### config.mk
export PLATFORM = sky130hd
export DESIGN_NAME = chan_mux_reg
export DESIGN_NICKNAME = d
export VERILOG_FILES = /design/src/rtl/chan_mux_reg.sv
export SDC_FILE = /design/constraint.sdc
export NUM_CORES = 1
export LEC_CHECK = 0
export CAP_MARGIN = 15
export CORE_AREA = 4 4 41 43
export CTS_BUF_LIST = sky130_fd_sc_hd__clkbuf_4
export DETAILED_ROUTE_END_ITERATION = 7
export DIE_AREA = 0 0 45 47
export GPL_TIMING_DRIVEN = 1
export PLACE_DENSITY = 0.81
export SKIP_CTS_REPAIR_TIMING = 1
export SYNTH_ARGS = -nofsm -noshare
export SYNTH_HDL_FRONTEND = slang
export SYNTH_SLANG_ARGS = --single-unit
### constraint.sdc
create_clock -name clock -period 1.9 [get_ports clock]
set_clock_uncertainty 0.2 [all_clocks]
set_input_delay 0.19 -clock clock [delete_from_list [all_inputs] [get_ports clock]]
set_output_delay 0.19 -clock clock [all_outputs]
set_load 0.03 [all_outputs]
### src/rtl/chan_mux_reg.sv
// chan_mux_reg: registered N-channel, WIDTH-bit mux with a one-entry valid/ready output slot.
// Define CHAN_MUX_SCAN_EN to add the auto-scan mode (mode=1) with HOLD-cycle dwell.
module chan_mux_reg #(
    parameter int WIDTH    = 4,
    parameter int CHANNELS = 4,
    parameter int SEL_W    = 2,
    parameter int HOLD     = 8
) (
    input  logic                      clock,
    input  logic                      resetn,
    input  logic [CHANNELS*WIDTH-1:0] data_in,
    input  logic [SEL_W-1:0]          sel,
    input  logic                      load,
    input  logic                      mode,
    output logic [WIDTH-1:0]          out_data,
    output logic [SEL_W-1:0]          out_chan,
    output logic                      out_valid,
    input  logic                      out_ready,
    output logic                      sel_err
);
    logic [WIDTH-1:0] data_q, data_d, mux;
    logic [SEL_W-1:0] ochan_q, ochan_d, src;
    logic             valid_q, valid_d, err_q, err_d;
    logic             slot_free, sel_ok, man_en, cap_man, cap_scan, cap, hold_out;

    assign slot_free = !valid_q || out_ready;

`ifdef CHAN_MUX_SCAN_EN
    localparam int DW = HOLD > 1 ? $clog2(HOLD) : 1;
    logic [SEL_W-1:0] chan_cnt_q, chan_cnt_d;
    logic [DW-1:0]    dwell_q, dwell_d;
    logic             mode_q, mode_chg, scan_en, at_end;

    // A mode change burns one cycle: counters restart and the output slot is frozen.
    assign mode_chg = mode != mode_q;
    assign scan_en  = mode_q && !mode_chg;
    assign man_en   = !mode_q && !mode_chg;
    assign hold_out = mode_chg;
    assign at_end   = dwell_q == DW'(HOLD - 1);
    assign cap_scan = scan_en && at_end && slot_free;
    assign src      = scan_en ? chan_cnt_q : sel;

    always_comb begin
        dwell_d    = scan_en ? (at_end ? (slot_free ? '0 : dwell_q) : dwell_q + 1'b1) : '0;
        chan_cnt_d = mode_chg ? '0 :
                     cap_scan ? (chan_cnt_q == SEL_W'(CHANNELS - 1) ? '0 : chan_cnt_q + 1'b1) :
                     chan_cnt_q;
    end

    always_ff @(posedge clock or negedge resetn) begin
        if (!resetn) begin
            mode_q     <= 1'b0;
            chan_cnt_q <= '0;
            dwell_q    <= '0;
        end else begin
            mode_q     <= mode;
            chan_cnt_q <= chan_cnt_d;
            dwell_q    <= dwell_d;
        end
    end
`else
    logic unused_cfg;

    assign unused_cfg = mode & (HOLD > 0);
    assign man_en     = 1'b1;
    assign hold_out   = 1'b0;
    assign cap_scan   = 1'b0;
    assign src        = sel;
`endif

    // Decode by loop so non-power-of-two CHANNELS never indexes past data_in.
    always_comb begin
        mux    = '0;
        sel_ok = 1'b0;
        for (int i = 0; i < CHANNELS; i++) begin
            if (int'(src) == i) mux = data_in[i*WIDTH +: WIDTH];
            if (int'(sel) == i) sel_ok = 1'b1;
        end
    end

    assign cap_man = man_en && load && sel_ok && slot_free;
    assign cap     = cap_man || cap_scan;

    always_comb begin
        err_d   = man_en && load && !sel_ok;
        data_d  = cap ? mux : data_q;
        ochan_d = cap ? src : ochan_q;
        valid_d = cap ? 1'b1 : hold_out ? valid_q : valid_q && !out_ready;
    end

    always_ff @(posedge clock or negedge resetn) begin
        if (!resetn) begin
            data_q  <= '0;
            ochan_q <= '0;
            valid_q <= 1'b0;
            err_q   <= 1'b0;
        end else begin
            data_q  <= data_d;
            ochan_q <= ochan_d;
            valid_q <= valid_d;
            err_q   <= err_d;
        end
    end

    assign out_data  = data_q;
    assign out_chan  = ochan_q;
    assign out_valid = valid_q;
    assign sel_err   = err_q;
endmodule

==> results.md <==
* First-pass GRT wire length at 1560 um
* Area of the core at 1300 sq um
* Outcome: finished clean
* Final instance area at 709 sq um
* CTS root buffer: clkbuf_4
* Top-level I/O count at 31
* Power per cell area at 750 nW/um^2
* TritonCTS clock tree: done
* DP Area at 687 sq um
* Final nets at 79
* Num Clock Sinks at 8
* Achievable clock frequency at 581 MHz
* Register area at 200 sq um
* CTS buffer count at 3
* DP Wirelength at 878 um
* GR Util All Layers at 11.4%
* Multi-input logic area at 178 sq um
* Final hold viol count at 0
* Seq cells post-synth at 8
* Die H at 47 um
* Largest net degree at the start of global routing at 9
* Synthesized cell area at 378 sq um
* Peak fanout along the critical path at 5
* Crit-path cells: clkdlybuf4s50_1, mux4_2, mux2_2
* Skew-Pair Late Insertion Delay at 0.24 ns
* Row cnt at 13
* Endpoints failing setup at 0
* Commonest non-fill, non-tap cell in the layout: clkdlybuf4s50_1
* H-Tree Depth at 1
* Fillers at 123
* Part of the power in registers at 39.3%
* Final ANT Viol Nets at 0
* Post-synthesis cell type count at 6
* Detailed-route vias per instance at 4.74
* Layout area overhead at 87.7%
* CP startpoint: sel[0]
* Die X at 45 um
* CP bufs+invs at 1
* Share of layout cells above drive strength 1 at 24.1%
* Worst path top cell family by delay: multiplexers
* Final Non-Filler Cells at 69
* Startpoint Class: input pin
* Post-synthesis cell count at 22
* Top cell type by total area after synthesis: dfrtp_1
* Worst hold path class: input pin to async pin
* Initial Util at 29.0%
* Diode count at 0
* Vias in the first global route at 381
* Post-layout min period at 1.72 ns
* Wire length per cell at 13.6 um
* Total power at 0.000532 W
* CP max stage cell: clkdlybuf4s50_1
* Via count of the routed design at 327
* Final period utilization at 90.7%
* Comb pwr share at 37.7%
* DRT iter0 DRCs at 1
* CP endpoint kind: flop
* Clock Tree Buf Depth at 2
* Drt pass-1 iters at 2
* Clock power frac at 23.0%
* Kind of critical path: input pin to flop
* Share of the synthesized area in the top cell type at 53.0%
* GR Overflow Total at 0
* Most frequent cells in the layout: 29 x clkdlybuf4s50_1, 8 x dfrtp_1, 6 x mux2_2
* Pint at 0.000382 W
* Worst EP required at 1.83 ns
* Sw Share at 28.2%
* Max incr delay on CP at 0.64 ns
* Register area share after synthesis at 53.0%
* Sw Pwr at 0.000150 W
* RSZ-0062 raised after global routing: no
* Final slew viol count at 0
* Synth warn at 0
* Max_cap viols at 0
* Placed Instances at 66
* Initial antenna violation count at 0
* Clk pin slew, worst setup/hold paths at 0.05 ns
* WP data arrival at 1.65 ns
* Die area at 2120 sq um
* DRT Wirelength at 940 um
* Avg Inst Size Synth at 17.2 sq um
* Peak VDD IR at 0.000368 V
* Drc violations at 0
* Port bufs at 29
* Area contributors post-synth: dfrtp_1 53%, mux4_2 24%, mux2_2 18%, nand2b_1 3.3%, conb_1 0.99%
* Worst reg2reg startpoint: out_valid
* GP Congestion at 0.672
* Pleak at 0.281 nW
* Post-Syn Nets at 45
-- stage by stage --
step	worst slack (ns)	util (%)	TNS [ns]	hold WS [ns]
2_1_floorplan	0.455	-	0	-0.306
3_3_place_gp	-0.0772	52.8	-0.281	0.281
3_5_place_dp	-0.0996	52.8	-0.360	0.284
4_1_cts	0.164	54.5	0	0.0183
5_1_grt	0.117	54.5	0	0.0319
6_report	0.178	54.5	0	0.0106
-- logic make-up (layout without fill, tap and decap cells) --
kind of cell  count (synthesis)  in the layout  share of synthesized area (%)
other cells                   1              1                          0.992
simple gates                  3              3                           4.30
buf+inv                       0             32                              0
flops                         8              8                           53.0
mux                          10             10                           41.7
-- power groups by stage --
| stage | Sequential [W] | Combinational, W | Clock (W) |
|---|---|---|---|
| after floorplan | 0.000263 | 0.0000421 | 0 |
| after global placement | 0.000211 | 0.000199 | 0 |
| after detailed placement | 0.000213 | 0.000204 | 0 |
| after CTS | 0.000210 | 0.000204 | 0.000128 |
| after global routing | 0.000212 | 0.000213 | 0.000140 |
| final | 0.000209 | 0.000200 | 0.000122 |
-- area by class of cell --
class / count / share of cell area, %
Clock buffer: 3 / 3.17
Timing Repair Buffer: 29 / 40.9
Multi-Input combinational cell: 14 / 25.0
Tap cell: 15 / 2.65
Sequential cell: 8 / 28.2
-- final timing paths --
path | slack [ns] | cells past startpoint | end
max | 0.18 | 3 | out_data[1]
min in group clock | 0.30 | 1 | out_data[1]
min | 0.01 | 1 | sel_err
min reg2reg | 0.30 | 1 | out_data[1]
max in group asynchronous | 1.24 | 1 | out_data[1]
max reg2reg | 0.57 | 3 | out_chan[1]
-- per-layer routing --
metal	wire (um)	global-route usage (%)	share of wire, %
met5	0	0	0
met4	19	10.5	2.0
met3	133	4.21	14
met2	469	20.1	50
met1	318	10.0	34
-- registers in the layout (all words and copies together) (netlist names) --
signal and flops:
sel_err 1, out_chan 2, out_valid 1, out_data 4
-- Yosys cell counts --
cell type  n
dfrtp_1    8
mux2_2     6
mux4_2     4
nand2b_1   2
conb_1     1
nand2_1    1
Power figures use the tool's default switching activity.
